==> config.mk <==
export PLATFORM = sky130hd
export DESIGN_NAME = pc_sequencer_flat
export DESIGN_NICKNAME = d
export VERILOG_FILES = /design/src/rtl/pc_sequencer_if.sv /design/src/rtl/pc_sequencer.sv /design/src/flat_wrapper.sv
export SDC_FILE = /design/constraint.sdc
export NUM_CORES = 1
export LEC_CHECK = 0
export BUFFER_PORTS_ARGS = -buffer_cell sky130_fd_sc_hd__buf_4
export CORE_AREA = 4 4 63 65
export CTS_CLUSTER_DIAMETER = 50
export DETAILED_ROUTE_END_ITERATION = 8
export DIE_AREA = 0 0 67 69
export PLACE_DENSITY_LB_ADDON = 0.2
export SYNTH_ARGS = -nofsm -noshare
export SYNTH_HDL_FRONTEND = slang
export SYNTH_SLANG_ARGS = --single-unit
==> constraint.sdc <==
create_clock -name clk -period 2.7 [get_ports clk]
set_clock_uncertainty 0.15 [all_clocks]
set_input_delay 0.54 -clock clk [delete_from_list [all_inputs] [get_ports clk]]
set_output_delay 0.54 -clock clk [all_outputs]
set_load 0.01 [all_outputs]
==> src/rtl/pc_sequencer_if.sv <==
// Bus between the program-counter stage and its controller/fetch neighbour.
// The controller side (master) drives requests; the sequencer (slave) drives
// the fetch address and status.
interface pc_sequencer_if #(
  parameter int ADDR_W = 8,
  parameter int OFF_W  = 16
);
  logic              start;
  logic              stall;
  logic              halt_req;
  logic              jump;
  logic [ADDR_W-1:0] jump_target;
  logic              branch_taken;
  logic [OFF_W-1:0]  branch_offset;
  logic [ADDR_W-1:0] instruction_address;
  logic              addr_valid;
  logic [ADDR_W-1:0] pc_plus1;
  logic              wrap;
  logic              pending_lost;
  logic [1:0]        state;

  modport master (
    output start, stall, halt_req, jump, jump_target, branch_taken, branch_offset,
    input  instruction_address, addr_valid, pc_plus1, wrap, pending_lost, state
  );

  modport slave (
    input  start, stall, halt_req, jump, jump_target, branch_taken, branch_offset,
    output instruction_address, addr_valid, pc_plus1, wrap, pending_lost, state
  );
endinterface

==> src/rtl/pc_sequencer.sv <==
// Program-counter stage feeding instruction fetch: sequential increment,
// absolute jump, PC-relative branch, stall with a one-entry redirect buffer,
// and a terminal halt. ADDR_W/OFF_W must match the connected interface.
module pc_sequencer #(
  parameter int                ADDR_W   = 8,
  parameter int                OFF_W    = 16,
  parameter logic [ADDR_W-1:0] RESET_PC = '0
) (
  input  logic           clk,
  input  logic           reset,
  pc_sequencer_if.slave  bus
);

  typedef enum logic [1:0] {
    S_IDLE  = 2'd0,
    S_RUN   = 2'd1,
    S_STALL = 2'd2,
    S_HALT  = 2'd3
  } state_t;

  state_t            r_state, w_state_next;
  logic [ADDR_W-1:0] r_pc, w_pc_next;
  logic              r_wrap, w_wrap_next;
  logic              r_lost, w_lost_next;
  logic              r_pend_valid, w_pend_valid_next;
  logic [ADDR_W-1:0] r_pend_target, w_pend_target_next;

  logic [ADDR_W-1:0] w_pc_plus1;
  logic [OFF_W-1:0]  w_branch_sum;
  logic              w_unused_branch_hi;
  logic              w_redirect;
  logic [ADDR_W-1:0] w_redirect_target;

  // Branch target is PC+1 plus the signed offset; only the low ADDR_W bits
  // matter, so the sum is done at offset width and truncated.
  assign w_pc_plus1         = r_pc + {{(ADDR_W-1){1'b0}}, 1'b1};
  assign w_branch_sum       = {{(OFF_W-ADDR_W){1'b0}}, w_pc_plus1} + bus.branch_offset;
  assign w_unused_branch_hi = ^w_branch_sum[OFF_W-1:ADDR_W];
  assign w_redirect         = bus.jump | bus.branch_taken;
  assign w_redirect_target  = bus.jump ? bus.jump_target : w_branch_sum[ADDR_W-1:0];

  // Register all state; reset wins over everything, including a pending redirect.
  always_ff @(posedge clk) begin
    if (reset) begin
      r_state       <= S_IDLE;
      r_pc          <= RESET_PC;
      r_wrap        <= 1'b0;
      r_lost        <= 1'b0;
      r_pend_valid  <= 1'b0;
      r_pend_target <= '0;
    end else begin
      r_state       <= w_state_next;
      r_pc          <= w_pc_next;
      r_wrap        <= w_wrap_next;
      r_lost        <= w_lost_next;
      r_pend_valid  <= w_pend_valid_next;
      r_pend_target <= w_pend_target_next;
    end
  end

  // Next-state and next-PC selection with priority halt > stall > jump > branch > increment.
  always_comb begin
    w_state_next       = r_state;
    w_pc_next          = r_pc;
    w_wrap_next        = 1'b0;
    w_lost_next        = r_lost;
    w_pend_valid_next  = r_pend_valid;
    w_pend_target_next = r_pend_target;
    case (r_state)
      S_IDLE: begin
        if (bus.start) w_state_next = S_RUN;
      end
      S_RUN: begin
        if (bus.halt_req) begin
          w_state_next = S_HALT;
        end else if (bus.stall) begin
          // A redirect arriving with the stall is parked, not applied.
          w_state_next = S_STALL;
          if (w_redirect) begin
            if (r_pend_valid) w_lost_next = 1'b1;
            w_pend_valid_next  = 1'b1;
            w_pend_target_next = w_redirect_target;
          end
        end else if (w_redirect) begin
          w_pc_next = w_redirect_target;
        end else begin
          w_pc_next   = w_pc_plus1;
          w_wrap_next = (r_pc == {ADDR_W{1'b1}});
        end
      end
      S_STALL: begin
        if (bus.halt_req) begin
          w_state_next      = S_HALT;
          w_pend_valid_next = 1'b0;
        end else if (bus.stall) begin
          if (w_redirect) begin
            if (r_pend_valid) w_lost_next = 1'b1;
            w_pend_valid_next  = 1'b1;
            w_pend_target_next = w_redirect_target;
          end
        end else begin
          // Release: a fresh redirect beats the parked one; otherwise the
          // held word is re-presented rather than skipped.
          w_state_next      = S_RUN;
          w_pend_valid_next = 1'b0;
          if (w_redirect)        w_pc_next = w_redirect_target;
          else if (r_pend_valid) w_pc_next = r_pend_target;
        end
      end
      default: begin
        w_state_next = S_HALT;
      end
    endcase
  end

  assign bus.instruction_address = r_pc;
  assign bus.addr_valid          = (r_state == S_RUN);
  assign bus.pc_plus1            = w_pc_plus1;
  assign bus.wrap                = r_wrap;
  assign bus.pending_lost        = r_lost;
  assign bus.state               = r_state;

endmodule

==> src/flat_wrapper.sv <==
// flat-port wrapper written by rule: the top's interface ports become plain ports
module pc_sequencer_flat 
#(
  parameter int                ADDR_W   = 8,
  parameter int                OFF_W    = 16,
  parameter logic [ADDR_W-1:0] RESET_PC = '0
)
  (clk, reset, bus_start, bus_stall, bus_halt_req, bus_jump, bus_jump_target, bus_branch_taken, bus_branch_offset, bus_instruction_address, bus_addr_valid, bus_pc_plus1, bus_wrap, bus_pending_lost, bus_state);
  pc_sequencer_if #(.ADDR_W(ADDR_W), .OFF_W(OFF_W)) bus_i ();
  input  logic clk;
  input  logic reset;
  input wire logic [$bits(bus_i.start)-1:0] bus_start;
  input wire logic [$bits(bus_i.stall)-1:0] bus_stall;
  input wire logic [$bits(bus_i.halt_req)-1:0] bus_halt_req;
  input wire logic [$bits(bus_i.jump)-1:0] bus_jump;
  input wire logic [$bits(bus_i.jump_target)-1:0] bus_jump_target;
  input wire logic [$bits(bus_i.branch_taken)-1:0] bus_branch_taken;
  input wire logic [$bits(bus_i.branch_offset)-1:0] bus_branch_offset;
  output wire logic [$bits(bus_i.instruction_address)-1:0] bus_instruction_address;
  output wire logic [$bits(bus_i.addr_valid)-1:0] bus_addr_valid;
  output wire logic [$bits(bus_i.pc_plus1)-1:0] bus_pc_plus1;
  output wire logic [$bits(bus_i.wrap)-1:0] bus_wrap;
  output wire logic [$bits(bus_i.pending_lost)-1:0] bus_pending_lost;
  output wire logic [$bits(bus_i.state)-1:0] bus_state;
  assign bus_i.start = bus_start;
  assign bus_i.stall = bus_stall;
  assign bus_i.halt_req = bus_halt_req;
  assign bus_i.jump = bus_jump;
  assign bus_i.jump_target = bus_jump_target;
  assign bus_i.branch_taken = bus_branch_taken;
  assign bus_i.branch_offset = bus_branch_offset;
  assign bus_instruction_address = bus_i.instruction_address;
  assign bus_addr_valid = bus_i.addr_valid;
  assign bus_pc_plus1 = bus_i.pc_plus1;
  assign bus_wrap = bus_i.wrap;
  assign bus_pending_lost = bus_i.pending_lost;
  assign bus_state = bus_i.state;
  pc_sequencer #(.ADDR_W(ADDR_W), .OFF_W(OFF_W), .RESET_PC(RESET_PC)) u_core (.clk(clk), .reset(reset), .bus(bus_i));
endmodule
=== After elaboration in Yosys (flattened, before gate mapping) ===
Cells that the tools add are included.

* Reduce and logical (&&, ||, !) cells: 9
* Muxes and demuxes: 21
* Eq/ne operators: 12
* Add/sub/neg operators: 2
* Bitwise operators: 3

{| class="wikitable"
|+ Operators with widths
! operator !! count
|-
| $mux W8 || 8
|-
| $pmux W8 S2 || 1
|-
| $ne A2 B2 Y1 const B || 6
|-
| $mux W2 || 5
|-
| $add A8 B1 Y8 const B || 1
|-
| $add A8 B8 Y8 || 1
|-
| $eq A8 B8 Y1 const B || 1
|-
| $ne A3 B3 Y1 const B || 2
|-
| $pmux W2 S3 || 1
|-
| $reduce_and A3 Y1 || 2
|-
| $reduce_and A6 Y1 || 1
|-
| $mux W1 || 5
|-
| $reduce_and A5 Y1 || 1
|-
| $reduce_or A5 Y1 || 1
|-
| $reduce_and A4 Y1 || 1
|-
| $ne A3 B1 Y1 const B || 1
|-
| $eq A2 B1 Y1 const B || 1
|-
| $eq A2 B2 Y1 const B || 1
|-
| $logic_not A2 Y1 || 1
|-
| $not A1 Y1 || 2
|-
| $pmux W1 S2 || 1
|-
| $reduce_bool A2 Y1 || 1
|-
| $reduce_or A2 Y1 || 1
|-
| $or A1 B1 Y1 || 1
|}

* Word-level logic and storage cells: 53
* Input port bits: 31
* Output and inout bits: 21
* Bits in registers: 21

=== Longest topological paths before layout ===
* Word-level depth: 7
* Gate-level depth with buffers: 9
* Depth with buffers taken out: 9

=== Least setup slack after synthesis ===
OpenSTA, ideal clock, no wires.

* Path type: register -> register
* Start: register u_core.r_pc[0], in the netlist u_core.bus.instruction_address[0]
* End: register u_core.r_pc[6], in the netlist u_core.bus.instruction_address[6]
* Setup time: 86 ps
* Arrival time: 2514 ps
* Buffers on the path: 0
* Data required time: 2464 ps
* Stages on the path, launching flop included: 10
* Clock period less this slack: 2750 ps
* Path slack: -50 ps
* Cell sequence: dfxtp_1 -> ha_1 -> nand3_1 -> xnor2_1 -> ha_1 -> a21o_1 -> a221oi_1 -> and2_1 -> o221ai_1 -> a211oi_1

* Word-level cells in the longest chain between the ends: 7
* Elaborated cells between the ends (all ways): 10
* Classes of those cells: 2 x add/sub; 8 x mux

{| class="wikitable"
|+ Ends and longest elaborated chain
! element !! line !! text
|-
| start: declaration || pc_sequencer.sv:22 || <nowiki>logic [ADDR_W-1:0] r_pc, w_pc_next;</nowiki>
|-
| start signal: assignment || pc_sequencer.sv:53 || <nowiki>r_pc <= w_pc_next;</nowiki>
|-
| $add A8 B1 Y8 * || pc_sequencer.sv:36 || <nowiki>assign w_pc_plus1 = r_pc + {{(ADDR_W-1){1'b0}}, 1'b1};</nowiki>
|-
| via bus_pc_plus1[4] || flat_wrapper.sv:21 || <nowiki>output wire logic [$bits(bus_i.pc_plus1)-1:0] bus_pc_plus1;</nowiki>
|-
| $add A8 B8 Y8 * || pc_sequencer.sv:37 || <nowiki>assign w_branch_sum = {{(OFF_W-ADDR_W){1'b0}}, w_pc_plus1} + bus.branch_offset;</nowiki>
|-
| $mux W8 * || pc_sequencer.sv:40 || <nowiki>assign w_redirect_target = bus.jump ? bus.jump_target : w_branch_sum[ADDR_W-1:0];</nowiki>
|-
| $mux W8 (on tied branches) || pc_sequencer.sv:106, pc_sequencer.sv:84 ||
|-
| $mux W8 (on tied branches) || pc_sequencer.sv:95, pc_sequencer.sv:76 ||
|-
| $mux W8 (on tied branches) || pc_sequencer.sv:92, pc_sequencer.sv:74 ||
|-
| $pmux W8 S2 * || pc_sequencer.sv:69 || <nowiki>case (r_state)</nowiki>
|}

Mark *: on every way through the listed nets, which the timed path passes. The rest lies on a longest branch. The select of a mux whose other input is x is not followed.
A chain may end at the register's enable or synchronous reset.

=== Final worst setup path ===
* Start: register u_core.r_pc[4], in the netlist u_core.bus.instruction_address[4]
* End: register u_core.r_pc[6], in the netlist u_core.bus.instruction_address[6]

* Word-level cells in the longest chain between the ends: 7
* Elaborated cells between the ends (all ways): 10
* Classes of those cells: 2 x add/sub; 8 x mux

{| class="wikitable"
|+ Ends and longest elaborated chain
! element !! line
|-
| $add A8 B1 Y8 * || pc_sequencer.sv:36
|-
| $add A8 B8 Y8 || pc_sequencer.sv:37
|-
| $mux W8 || pc_sequencer.sv:40
|-
| $mux W8 (on tied branches) || pc_sequencer.sv:106, pc_sequencer.sv:84
|-
| $mux W8 (on tied branches) || pc_sequencer.sv:95, pc_sequencer.sv:76
|-
| $mux W8 (on tied branches) || pc_sequencer.sv:92, pc_sequencer.sv:74
|-
| $pmux W8 S2 * || pc_sequencer.sv:69
|}

Mark *: on every way between the ends. The rest lies on a longest branch, timed or not. The select of a mux whose other input is x is not followed.

==> metrics.txt <==
# TYPE chip_impl_metric gauge
chip_impl_metric{name="route.detailed.vias_per_inst",unit=""} 5.620
chip_impl_info{name="critPathKind",value="flip-flop to flip-flop"} 1
chip_impl_metric{name="final_period_minus_worst_setup_slack",unit="ns"} 2.610
chip_impl_metric{name="drt-wirelength-per-cell",unit="um"} 14.67
chip_impl_metric{name="place.port_buffers",unit=""} 43
chip_impl_info{name="dominantRegCellSynth",value="sky130_fd_sc_hd__dfxtp_1"} 1
chip_impl_info{name="hold_path.class",value="flip-flop to flip-flop"} 1
chip_impl_metric{name="arrival",unit="ns"} 2.70
chip_impl_metric{name="worst-path-buf-inv",unit=""} 0
chip_impl_metric{name="ant_nets",unit=""} 0
chip_impl_metric{name="final-seq-area",unit="um^2"} 424.2
chip_impl_metric{name="report.final.setup_viol",unit=""} 0
chip_impl_metric{name="maximum_number_of_pins_on_one_net_before_global_route_repair",unit=""} 26
chip_impl_info{name="tritoncts",value="yes"} 1
chip_impl_metric{name="yosys_register_bits",unit=""} 21
chip_impl_metric{name="number_of_sinks_driven_by_the_clock_tree",unit=""} 21
chip_impl_metric{name="cts_htree_levels",unit=""} 1
chip_impl_metric{name="grt_pass1_wl",unit="um"} 7210
chip_impl_info{name="final_common_cell",value="sky130_fd_sc_hd__buf_4"} 1
chip_impl_metric{name="post_synthesis_net_count",unit=""} 245
chip_impl_metric{name="power.total",unit="W"} 0.002337
chip_impl_metric{name="netlist_area_pre_place",unit="mm^2"} 0.001667
chip_impl_metric{name="required_time_reported_for_the_critical_path_endpoint",unit="ns"} 2.79
chip_impl_info{name="outcome",value="finished clean"} 1
chip_impl_metric{name="total_leakage_power",unit="nW"} 0.9822
chip_impl_metric{name="clk-insertion-delay-late",unit="ns"} 0.30
chip_impl_metric{name="slew-limit-headroom",unit="%"} 56.79
chip_impl_metric{name="via_count",unit=""} 1686
chip_impl_metric{name="total_inserted_antenna_cells",unit=""} 0
chip_impl_metric{name="detailedRoute.firstIterationViolations",unit=""} 129
chip_impl_metric{name="cts_resized",unit=""} 1
chip_impl_metric{name="slew_violations",unit=""} 0
chip_impl_metric{name="final_layout_size_suffix_gt1_share",unit="%"} 31.10
chip_impl_metric{name="floorplan.initialDensity",unit="%"} 49.94
chip_impl_metric{name="synth-seq-area-share",unit="%"} 25.23
chip_impl_metric{name="max_freq",unit="MHz"} 383.1
chip_impl_metric{name="cts_hold_repair.buffers",unit=""} 0
chip_impl_metric{name="multiInputGateArea",unit="mm^2"} 0.001207
chip_impl_metric{name="pre_cts_slack",unit="ns"} 0.01975
chip_impl_metric{name="finalWeightedCongestion",unit=""} 0.9038
chip_impl_metric{name="grt_antenna_before_repair",unit=""} 0
chip_impl_metric{name="placed_cells_incl_taps",unit=""} 296
chip_impl_info{name="crit_slowest_cell",value="sky130_fd_sc_hd__dfxtp_1"} 1
chip_impl_info{name="worstSetupEndpointType",value="flip-flop"} 1
chip_impl_metric{name="final.period_utilization",unit="%"} 96.67
chip_impl_metric{name="track_usage",unit="%"} 19.67
chip_impl_metric{name="io_pins",unit=""} 52
chip_impl_metric{name="drc",unit=""} 0
chip_impl_metric{name="filler_cell_count",unit=""} 315
chip_impl_info{name="worstPathCellList",value="nand3_1, o21a_1, or2_2, ha_1, and3_1, a221oi_2, and2_1, o221ai_1, a211oi_1"} 1
chip_impl_metric{name="die_y",unit="um"} 69
chip_impl_metric{name="first_global_vias",unit=""} 1544
chip_impl_metric{name="critPathMaxFanout",unit=""} 3
chip_impl_metric{name="crit_path_max_incr_delay",unit="ns"} 0.37
chip_impl_metric{name="maxcap_violations",unit=""} 0
chip_impl_metric{name="setup.reg_to_reg.worst_slack",unit="ns"} 0.09
chip_impl_metric{name="fin_cells",unit=""} 300
chip_impl_metric{name="floorplan.die_area",unit="mm^2"} 0.004623
chip_impl_info{name="most-common-layout-cells",value="58 x sky130_fd_sc_hd__buf_4, 23 x sky130_fd_sc_hd__nor2_1, 18 x sky130_fd_sc_hd__dfxtp_1"} 1
chip_impl_metric{name="asyncSetResetFlopFracSynth",unit="%"} 0
chip_impl_metric{name="grt.overflow.total",unit=""} 0
chip_impl_metric{name="postCtsSetupBuffers",unit=""} 0
chip_impl_metric{name="wl",unit="um"} 4402
chip_impl_metric{name="ir_worst_vdd",unit="mV"} 0.6137
chip_impl_metric{name="postSynthAreaPerCell",unit="um^2"} 8.333
chip_impl_metric{name="hold_viol_final",unit=""} 0
chip_impl_info{name="cts_root_buffer",value="sky130_fd_sc_hd__clkbuf_4"} 1
chip_impl_metric{name="core_area",unit="mm^2"} 0.003337
chip_impl_metric{name="synthesis.instances",unit=""} 200
chip_impl_metric{name="flow.area_growth_from_synthesis",unit="%"} 30.86
chip_impl_metric{name="hpwlAfterDp",unit="um"} 3487
chip_impl_info{name="critical_path.top_delay_family",value="compound AO/OA/AOI/OAI gates"} 1
chip_impl_metric{name="total_cts_buffers",unit=""} 3
chip_impl_metric{name="worst_setup_hold_path_clk_slew",unit="ns"} 0.12
chip_impl_metric{name="std_cell_rows",unit=""} 21
chip_impl_metric{name="detailedRoute.firstPassIterationCount",unit=""} 4
chip_impl_metric{name="finish.net_count",unit=""} 300
chip_impl_metric{name="worst-slew-pin-transition",unit="ns"} 0.6413
chip_impl_info{name="startpoint_types",value="flip-flop"} 1
chip_impl_metric{name="cts_buffer_depth",unit=""} 2
chip_impl_metric{name="synth_unique_cells",unit=""} 51
chip_impl_metric{name="die_w",unit="um"} 67
chip_impl_metric{name="power_density",unit="mW/mm^2"} 1072
chip_impl_metric{name="fin_ws",unit="ns"} 0.08991
chip_impl_metric{name="synth-edff-count",unit=""} 0
chip_impl_metric{name="number_of_synthesis_warnings",unit=""} 0
## cell usage after synthesis (all sizes together), types with 2 or more instances
master	count	share of area [%]
nand4	2	1.1
o211ai	7	3.2
dfxtp	21	25
nand3	4	1.5
buf	3	0.90
a2111oi	2	1.1
xnor2	4	2.1
nand3b	4	1.8
and2	2	0.75
xor2	4	2.1
mux2	2	1.4
o21a	5	2.3
ha	13	9.8
a211oi	6	2.7
and3	2	0.75
mux2i	13	7.8
nor3b	2	1.2
a21o	3	1.4
o21ai	7	2.1
inv	7	1.6
or3	5	2.0
nor2	24	5.6
a311oi	5	2.6
nor3	4	1.2
clkbuf	5	1.1
or2	3	1.1
a21oi	10	3.0
nand2b	3	1.1
nand2	12	2.7
## stage by stage
step	hold slack, ns	utilization [%]	instance area [um^2]	TNS [ns]
finish	0.3413	65.35	2181	0
global placement	0.3115	63.93	2133	0
floorplan	0.3011	-	1674	0
detailed placement	0.3101	63.93	2133	0
global route	0.3550	65.35	2181	-0.007139
CTS	0.3465	64.79	2162	0
## area by class of cell
| type | instances | share of cell area [%] |
|---|---|---|
| Inverter | 8 | 1.377 |
| Timing Repair Buffer | 58 | 19.97 |
| Clock buffer | 4 | 1.205 |
| Multi-Input combinational cell | 163 | 55.36 |
| Sequential cell | 21 | 19.45 |
| Tap cell | 46 | 2.639 |
## report_power, final
part | total [W] | switching [W] | internal [W]
logic | 0.00168 | 0.000880 | 0.000804
clock network | 0.000152 | 0.0000947 | 0.0000577
registers | 0.000500 | 0.0000904 | 0.000410
## tightest hold or removal path, delay by kind of cell, from the launching register on
family          cells  cell delay (ns)
flops               1             0.34
compound gates      1             0.04
simple gates        1             0.08
## final timing paths
check | startpoint | to | cells after the start
setup / recovery | u_core.bus.instruction_address[4] | u_core.bus.instruction_address[6] | 9
hold / removal | u_core.bus.pending_lost | u_core.bus.pending_lost | 2
setup reg to reg | u_core.bus.instruction_address[4] | u_core.bus.instruction_address[6] | 9
hold reg to reg | u_core.bus.pending_lost | u_core.bus.pending_lost | 2
## registers in the layout, indices dropped and copies added, names as in the netlist
register                        cells
u_core.bus.wrap                     1
u_core.bus.state                    2
u_core.bus.pending_lost             1
u_core.r_pend_target                8
u_core.bus.instruction_address      8
u_core.r_pend_valid                 1
## kinds of logic after synthesis
| logic type | after synthesis | share of synthesized area [%] |
|---|---|---|
| simple gates | 71 | 22.67 |
| compound gates | 54 | 22.60 |
| flops | 21 | 25.23 |
| buf+inv | 16 | 3.829 |
| mux | 15 | 9.159 |
| fa+ha+maj | 14 | 10.96 |
| xor+xnor | 9 | 5.555 |
## routing by layer
layer  wire [um]  GRT usage, %  vias to the layer above
met5           0             0                        -
met4          31         4.054                        0
met3         311         4.058                        4
met2        2005         31.00                       56
met1        2053         27.36                      778
li1            -             -                      848
(Power assumes the default switching activity.)
